--- src/rtl/word_tokenizer.sv ---
// Splits a character stream into space-delimited words and classifies each as BEGIN, END or OTHER.
// The token output is a single register with valid/ready handshake; back-pressure stalls the input.
module word_tokenizer (
    input  logic       clk,
    input  logic       reset,
    input  logic [7:0] in,
    input  logic       in_valid,
    output logic       in_ready,
    input  logic       flush,
    output logic       tok_valid,
    input  logic       tok_ready,
    output logic [1:0] tok_type,
    output logic [7:0] tok_len
);

    typedef enum logic [3:0] {
        S_IDLE,
        S_B,
        S_BE,
        S_BEG,
        S_BEGI,
        S_BEGIN,
        S_E,
        S_EN,
        S_END,
        S_OTHER
    } state_t;

    localparam logic [1:0] TOK_BEGIN = 2'b01;
    localparam logic [1:0] TOK_END   = 2'b10;
    localparam logic [1:0] TOK_OTHER = 2'b11;

    state_t     state_q, state_d;
    logic [7:0] count_q, count_d;
    logic       tok_valid_q, tok_valid_d;
    logic [1:0] tok_type_q, tok_type_d;
    logic [7:0] tok_len_q, tok_len_d;

    logic       accept;
    logic       is_delim;
    logic       flush_act;
    logic       word_end;
    logic [7:0] ch_up;

    always_comb begin
        in_ready  = !tok_valid_q || tok_ready;
        accept    = in_valid && in_ready;
        is_delim  = (in == 8'h20);
        flush_act = flush && in_ready && !accept;
        word_end  = (accept && is_delim) || flush_act;
        ch_up     = ((in >= 8'h61) && (in <= 8'h7A)) ? (in - 8'h20) : in;
    end

    always_comb begin
        state_d     = state_q;
        count_d     = count_q;
        tok_valid_d = tok_valid_q && !tok_ready;
        tok_type_d  = tok_type_q;
        tok_len_d   = tok_len_q;

        if (word_end) begin
            // Delimiters and flushes in IDLE are no-ops: no empty tokens.
            if (state_q != S_IDLE) begin
                tok_valid_d = 1'b1;
                tok_len_d   = count_q;
                case (state_q)
                    S_BEGIN: tok_type_d = TOK_BEGIN;
                    S_END:   tok_type_d = TOK_END;
                    default: tok_type_d = TOK_OTHER;
                endcase
                state_d = S_IDLE;
                count_d = 8'd0;
            end
        end else if (accept) begin
            count_d = (count_q == 8'hFF) ? count_q : count_q + 8'd1;
            state_d = S_OTHER;
            case (state_q)
                S_IDLE: begin
                    if (ch_up == "B")      state_d = S_B;
                    else if (ch_up == "E") state_d = S_E;
                end
                S_B:    if (ch_up == "E") state_d = S_BE;
                S_BE:   if (ch_up == "G") state_d = S_BEG;
                S_BEG:  if (ch_up == "I") state_d = S_BEGI;
                S_BEGI: if (ch_up == "N") state_d = S_BEGIN;
                S_E:    if (ch_up == "N") state_d = S_EN;
                S_EN:   if (ch_up == "D") state_d = S_END;
                default: state_d = S_OTHER;
            endcase
        end
    end

    always_ff @(posedge clk) begin
        if (reset) begin
            state_q     <= S_IDLE;
            count_q     <= 8'd0;
            tok_valid_q <= 1'b0;
            tok_type_q  <= 2'b00;
            tok_len_q   <= 8'd0;
        end else begin
            state_q     <= state_d;
            count_q     <= count_d;
            tok_valid_q <= tok_valid_d;
            tok_type_q  <= tok_type_d;
            tok_len_q   <= tok_len_d;
        end
    end

    assign tok_valid = tok_valid_q;
    assign tok_type  = tok_type_q;
    assign tok_len   = tok_len_q;

endmodule

--- config.mk ---
export PLATFORM = sky130hd
export DESIGN_NAME = word_tokenizer
export DESIGN_NICKNAME = d
export VERILOG_FILES = /design/src/rtl/word_tokenizer.sv
export SDC_FILE = /design/constraint.sdc
export NUM_CORES = 1
export LEC_CHECK = 0
export CELL_PAD_IN_SITES_DETAIL_PLACEMENT = 1
export CELL_PAD_IN_SITES_GLOBAL_PLACEMENT = 1
export CORE_ASPECT_RATIO = 2
export CORE_MARGIN = 4
export CORE_UTILIZATION = 38
export DETAILED_ROUTE_END_ITERATION = 12
export PLACE_DENSITY_LB_ADDON = 0.12
export SLEW_MARGIN = 0
export SYNTH_ARGS = -nofsm -noshare
export SYNTH_HDL_FRONTEND = slang
export SYNTH_SLANG_ARGS = --single-unit
--- constraint.sdc ---
create_clock -name clk -period 2.32 [get_ports clk]
set_clock_uncertainty 0.2 [all_clocks]
set_input_delay 0.232 -clock clk [delete_from_list [all_inputs] [get_ports clk]]
set_output_delay 0.232 -clock clk [all_outputs]
set_load 0.005 [all_outputs]
Word level (Yosys, flattened, before mapping)
Index checks and enable logic that the tools add are counted.

word-level totals
  input bits = 13
  output and inout port bits = 12
  word-level logic and storage cells = 64
  bits in registers = 23

operators by class
  $lt $le $gt $ge = 2
  muxes and demuxes = 20
  eq/ne operators = 18
  reduce and logical (&&, ||, !) cells = 17
  add/sub/neg operators = 2

operator list
  operator             number
  $eq 8x7->1 const B   6
  $mux 4               10
  $mux 8               5
  $pmux 4 s7           1
  $eq 4x3->1 const B   4
  $add 8x1->8 const B  1
  $eq 4x2->1 const B   2
  $eq 8x6->1 const B   1
  $eq 8x8->1 const B   1
  $ge 8x7->1 const B   1
  $le 8x7->1 const B   1
  $sub 8x6->8 const B  1
  $logic_and 1x1->1    6
  $eq 4x1->1 const B   1
  $eq 4x4->1 const B   1
  $logic_not 4->1      1
  $pmux 2 s2           1
  $reduce_and 2->1     2
  $reduce_bool 4->1    1
  $logic_not 1->1      3
  $mux 1               3
  $reduce_and 3->1     1
  $logic_or 1x1->1     2
  $ne 2x1->1 const B   1
  2 further kinds      2

Logic depth before layout (Yosys ltp)
Gate-level depths: netlist of run 1.

  depth in word-level cells = 9
  depth in mapped cells = 9
  gate-level depth less buffers = 7

Worst setup path before layout of run 1
No wires, ideal clock.

  path type = input to register
  start = in in[6]
  end = reg count_q[1]
  setup time = 0.069 ns
  buffers on the path = 1
  data arrival time = 1.606 ns
  data required time = 2.051 ns
  setup slack = 0.445 ns
  stages = 8
  cells stage by stage = inv_1 ha_1 nor4b_2 a31o_1 and2_4 buf_6 or4b_1 o21ai_1

between the ends
  longest elaborated chain between the ends = 5
  elaborated cells on any way between the ends = 8
  classes of those cells = eq/ne (3); mux (1); reduce/logical (4)

RTL lines
  item                                          RTL line  RTL
  start, declared                               6         input logic [7:0] in,
  $eq 8x6->1 *                                  48        is_delim = (in == 8'h20);
  $logic_and 1x1->1 *                           50        word_end = (accept && is_delim) || flush_act;
  $logic_or 1x1->1 *                            50
  $ne 2x2->1 (no line) (tied with other cells)  --
  $reduce_and 3->1 (no line)                    --
  end signal, assigned                          102       count_q <= count_d;
  end, declared                                 34        logic [7:0] count_q, count_d;

Every way passes the cells marked *; elsewhere a longest branch is shown, timed or not.
A chain may end at the register's enable or synchronous reset.

Final worst setup path of run 1
Ends and elaborated chain as after synthesis.

==> flow_metrics.py, run 1 <==
metrics = {
    "route": {
        "drc": 0,
        "post_drt_wl_per_cell_um": 16.0,
        "viasPerCell": 5.39,
        "firstDrtPassIters": 4,
        "vias": 1293,
        "drt-initial-drc-count": 19,
        "wl_um": 3830,
        "drtAntennaViolNets": 0,
    },
    "timing": {
        "whs_ps": 286,
        "min_period_over_period": 0.964,
        "relSlewSlack": 0.671,
        "tightest_slew_ps": 493,
        "setup_viol": 0,
        "fin_setup_tns_ps": 0,
        "fin_crit_ps": 2240,
        "finalHoldViolations": 0,
        "worst_slack_ps": 84.2,
        "max_freq_mhz": 447,
        "drv_slew": 0,
        "rsz0062_at_grt": "false",
    },
    "global_routing": {
        "grt_pass1_vias": 1425,
        "grt_first_pass_wirelength_um": 6640,
        "grt_usage": 0.179,
        "grt_overflow": 0,
        "grt_max_degree": 14,
        "antenna_found_initial": 0,
    },
    "setup_path": {
        "slowest_stage": "or4b_1",
        "required_ps": 2310,
        "slowest_delay_ps": 500,
        "crit_family": "simple AND/OR/NAND/NOR gates",
        "crit_chain": "clkdlybuf4s50_1, inv_1, ha_1, nor4b_2, buf_4, a31o_1, and2_4, or4b_1, o21ai_1",
        "path_max_fanout": 4,
        "critPathBufInv": 3,
        "crit_arrival_ps": 2220,
        "start_kind": "primary input",
        "timing.rr.start": "count_q[0]",
        "r2r_slack_ps": 270,
        "end_kind": "flop",
        "worstReg2RegEnd": "count_q[1]",
        "r2r_cells": 6,
        "crit_type": "primary input to flop",
    },
    "hold_path": {
        "hold_end": "tok_type[0]",
        "hold_class": "flop to flop",
        "hold_start": "tok_type[0]",
        "hold_depth": 2,
    },
    "logic_synthesis": {
        "synth_top_cell_by_area": "dfxtp_1",
        "synth-edff-count": 0,
        "synth-seq-cells": 23,
        "synth_cell_types": 46,
        "async_reset_ff_frac": 0,
        "synth_area_per_cell_um2": 8.70,
        "synth_seq_area_share": 0.335,
        "yosysTopAreaCellShare": 0.335,
        "synthFlopType": "dfxtp_1",
        "synthCells": 158,
        "yosys_warnings": 0,
        "syn_area_um2": 1380,
        "syn_nets": 174,
        "synth.area.top_cells": "dfxtp_1 (33%), nor2_1 (7.6%), mux2i_1 (5.8%)",
    },
    "cells_and_area": {
        "final_common_cell": "nor2_1",
        "layout-drive-gt1-share": 0.167,
        "diodes": 0,
        "final_net_count": 209,
        "layout.cells.non_filler": 240,
        "areaGrowthSynthToFinish_pct": 30.7,
        "final_area_um2": 1800,
        "mostFrequentLayoutCells": "nor2_1 (28), clkdlybuf4s50_1 (24), dfxtp_1 (23)",
        "fill_cells": 427,
        "final_util": 0.520,
    },
    "cts": {
        "post_cts_resized": 0,
        "clk_latency_ps": 260,
        "clk_path_buf_depth": 2,
        "cts_tree": "done",
        "cts-root-buf": "clkbuf_8",
        "cts.htree.levels": 1,
        "hold_buffers": 0,
        "post_cts_buffers": 0,
        "cts_buffers": 3,
        "clkTransAtPathRegs_ps": 70,
        "clock_sinks": 23,
    },
    "die": {
        "rows": 30,
        "die_y_um": 93.1,
        "io_pins": 25,
        "dieArea_um2": 4700,
        "initial_core_util": 0.398,
        "die_x_um": 50.5,
        "core-area_um2": 3450,
    },
    "power": {
        "p_leak_nw": 0.634,
        "cellPowerDensity_nw_per_um2": 449,
        "totalPowerFinal_mw": 0.807,
        "ir_drop_mv": 0.322,
    },
    "place": {
        "post-place-ws_ps": -219,
        "dp.cells": 236,
        "place.gp.congestion": 0.826,
        "dp_hpwl_um": 3120,
        "place_area_um2": 1730,
        "io_buffers": 24,
    },
    "job": {
        "drv_cap": 0,
    },
    "outcome": {
        "outcome": "finished clean",
    },
}
## flip-flops by register name (all words and copies together), names as in the netlist
register / cells
tok_len: 8
count_q: 8
tok_valid: 1
state_q: 4
tok_type: 2
## synth_stat cells (3+ instances only)
| cell type | n |
|---|---|
| and2b_1 | 3 |
| buf_6 | 4 |
| clkbuf_1 | 6 |
| dfxtp_1 | 23 |
| ha_1 | 3 |
| inv_1 | 5 |
| mux2i_1 | 8 |
| nand2_1 | 8 |
| nand3_1 | 8 |
| nand4_1 | 4 |
| nor2_1 | 28 |
| o21ai_0 | 7 |
| o31ai_1 | 3 |
| xnor2_1 | 7 |
## logic make-up after synthesis
logic type / Yosys count / share of synthesized area
compound gates: 27 / 0.145
xor+xnor: 7 / 0.0446
fa+ha+maj: 3 / 0.0273
buf+inv: 15 / 0.0628
flops: 23 / 0.335
mux: 8 / 0.0582
simple gates: 75 / 0.328
## layout make-up
class | instances | area (µm²) | share of cell area
clock inverter | 1 | 5.00 | 0.00279
tap | 48 | 60.1 | 0.0334
timing repair buffer | 40 | 360 | 0.201
multi-input combinational | 120 | 851 | 0.474
inverter | 5 | 18.8 | 0.0104
clock buffer | 3 | 41.3 | 0.0230
sequential | 23 | 460 | 0.256
## worst reg2reg max path, cell delays in order, from the launching register on
cell and delay [ps]:
dfxtp_1 400, ha_1 220, nand3_1 100, nor2_2 370, nor2_1 120, or4b_1 490
o21ai_1 90
## metal layers
metal	track usage	wire length, µm	vias to the layer above
li1	-	-	634
met1	0.175	1320	636
met2	0.354	2340	17
met3	0.0271	91	6
met4	0.0764	79	0
met5	0	0	-
## power by group
| group | internal (mW) | switching, mW | total, mW |
|---|---|---|---|
| sequential | 0.404 | 0.0152 | 0.419 |
| clock | 0.120 | 0.121 | 0.240 |
| combinational | 0.0786 | 0.0684 | 0.147 |
| total | 0.602 | 0.205 | 0.807 |
## worst max-delay path by stage
stage | depth (start not counted) | endpoint | from
floorplan | 8 | count_q[1] | in[6]
global route | 9 | count_q[7] | in[6]
detailed placement | 9 | count_q[6] | in[6]
global placement | 8 | state_q[1] | in[6]
CTS | 9 | count_q[6] | in[6]
finish | 9 | count_q[1] | in[6]
Note: power is estimated with default switching activity, not from simulation.
==> run 2: changes to the inputs <==
--- a/config.mk
+++ b/config.mk
@@ -5,11 +5,9 @@
 export SDC_FILE = /design/constraint.sdc
 export NUM_CORES = 1
 export LEC_CHECK = 0
-export CELL_PAD_IN_SITES_DETAIL_PLACEMENT = 1
-export CELL_PAD_IN_SITES_GLOBAL_PLACEMENT = 1
 export CORE_ASPECT_RATIO = 2
 export CORE_MARGIN = 4
-export CORE_UTILIZATION = 38
+export CORE_UTILIZATION = 40
 export DETAILED_ROUTE_END_ITERATION = 12
 export PLACE_DENSITY_LB_ADDON = 0.12
 export SLEW_MARGIN = 0
==> flow_metrics.py, run 2 (same netlist as run 1, synthesis figures left out) <==
metrics = {
    "outcome": {
        "outcome": "finished clean",
    },
    "setup_path": {
        "worstReg2RegEnd": "count_q[1]",
        "path_max_fanout": 5,
        "r2r_slack_ps": 350,
        "end_kind": "flop",
        "required_ps": 2280,
        "crit_type": "primary input to flop",
        "crit_arrival_ps": 2210,
        "start_kind": "primary input",
        "r2r_cells": 6,
        "timing.rr.start": "count_q[0]",
    },
    "hold_path": {
        "hold_start": "tok_type[0]",
        "hold_depth": 2,
        "hold_end": "tok_type[0]",
        "hold_class": "flop to flop",
    },
    "timing": {
        "setup_viol": 0,
        "drv_slew": 0,
        "fin_crit_ps": 2250,
        "max_freq_mhz": 444,
        "min_period_over_period": 0.972,
        "rsz0062_at_grt": "true",
        "finalHoldViolations": 0,
        "whs_ps": 280,
        "relSlewSlack": 0.723,
        "fin_setup_tns_ps": 0,
        "tightest_slew_ps": 415,
    },
    "place": {
        "place_area_um2": 1740,
        "io_buffers": 24,
        "dp_hpwl_um": 3000,
        "place.gp.congestion": 0.984,
    },
    "job": {
        "drv_cap": 0,
    },
    "die": {
        "core-area_um2": 3230,
        "dieArea_um2": 4500,
        "io_pins": 25,
        "die_y_um": 90.9,
        "rows": 29,
        "initial_core_util": 0.426,
        "die_x_um": 49.5,
    },
    "cells_and_area": {
        "diodes": 0,
        "mostFrequentLayoutCells": "nor2_1 (28), clkdlybuf4s50_1 (24), buf_4 (24)",
        "final_common_cell": "nor2_1",
        "layout-drive-gt1-share": 0.194,
        "areaGrowthSynthToFinish_pct": 33.2,
        "final_net_count": 218,
        "final_area_um2": 1830,
        "final_util": 0.567,
    },
    "cts": {
        "cts.htree.levels": 1,
        "clk_latency_ps": 260,
        "cts_tree": "done",
        "clk_path_buf_depth": 2,
        "hold_buffers": 0,
        "cts-root-buf": "clkbuf_8",
        "cts_buffers": 3,
        "clkTransAtPathRegs_ps": 80,
        "clock_sinks": 23,
    },
    "power": {
        "ir_drop_mv": 0.499,
        "p_leak_nw": 0.680,
        "cellPowerDensity_nw_per_um2": 448,
    },
    "global_routing": {
        "grt_overflow": 0,
        "grt_max_degree": 13,
        "grt_usage": 0.171,
        "grt_first_pass_wirelength_um": 6090,
        "antenna_found_initial": 0,
        "grt_pass1_vias": 1317,
    },
    "route": {
        "drc": 0,
        "wl_um": 3740,
        "drtAntennaViolNets": 0,
        "drt-initial-drc-count": 28,
        "firstDrtPassIters": 4,
        "viasPerCell": 5.60,
        "post_drt_wl_per_cell_um": 16.1,
        "vias": 1300,
    },
}
==> run 2: worst max path at each step <==
stage | cells after the start | from | end
after floorplan | 8 | in[6] | count_q[1]
after global placement | 8 | in[5] | count_q[1]
after detailed placement | 8 | in[5] | count_q[1]
after CTS | 9 | in[6] | count_q[1]
after global routing | 9 | in[6] | count_q[1]
final | 9 | in[6] | count_q[5]
==> run 2: metrics by stage <==
step	setup WS [ps]	power, mW	std cells
finish	65.8	0.820	232
global route	-14.6	0.857	232
CTS	27.9	0.818	228
detailed placement	-223	0.575	224
global placement	-189	0.573	224
floorplan	445	0.503	158
==> run 2: area by class of cell <==
| cell class | count | area, µm² |
|---|---|---|
| clock buffer | 4 | 45.0 |
| fill | 303 | 1400 |
| inverter | 5 | 18.8 |
| multi-input combinational | 120 | 837 |
| sequential | 23 | 460 |
| tap | 31 | 38.8 |
| timing repair buffer | 49 | 432 |
==> run 2: critical path: stages <==
cell and delay (ps):
clkdlybuf4s50_1 490, inv_1 60, ha_1 180, nor4b_4 130
a211o_1 350, buf_4 170, nor4_1 360, xnor2_1 170
nor2_1 60
==> run 2: metal layers <==
metal  vias to the layer above  share of wire  track usage
met5                         -              0            0
met4                         0          0.027       0.0808
met3                        10          0.024       0.0231
met2                        21           0.59        0.342
met1                       617           0.36        0.162
li1                        652              -            -
==> run 2: report_power, final <==
group / total, mW / internal [mW] / switching [mW] / leakage [nW]
clock network: 0.245 / 0.122 / 0.123 / 0.0228
registers: 0.416 / 0.404 / 0.0123 / 0.186
logic: 0.159 / 0.0872 / 0.0714 / 0.471
total: 0.820 / 0.614 / 0.206 / 0.680
==> run 2: what timing repair did <==
item,in CTS,in global routing
resized for setup,0,3
setup endpoints to repair,0,4
setup buffers,0,4
==> run 3: changes to the inputs <==
--- a/config.mk
+++ b/config.mk
@@ -5,9 +5,11 @@
 export SDC_FILE = /design/constraint.sdc
 export NUM_CORES = 1
 export LEC_CHECK = 0
+export CAP_MARGIN = 20
 export CORE_ASPECT_RATIO = 2
 export CORE_MARGIN = 4
 export CORE_UTILIZATION = 40
+export CTS_CLUSTER_DIAMETER = 100
 export DETAILED_ROUTE_END_ITERATION = 12
 export PLACE_DENSITY_LB_ADDON = 0.12
 export SLEW_MARGIN = 0
==> results of run 3 <==
The final DEF is identical to that of run 2; final timing and power are the same.
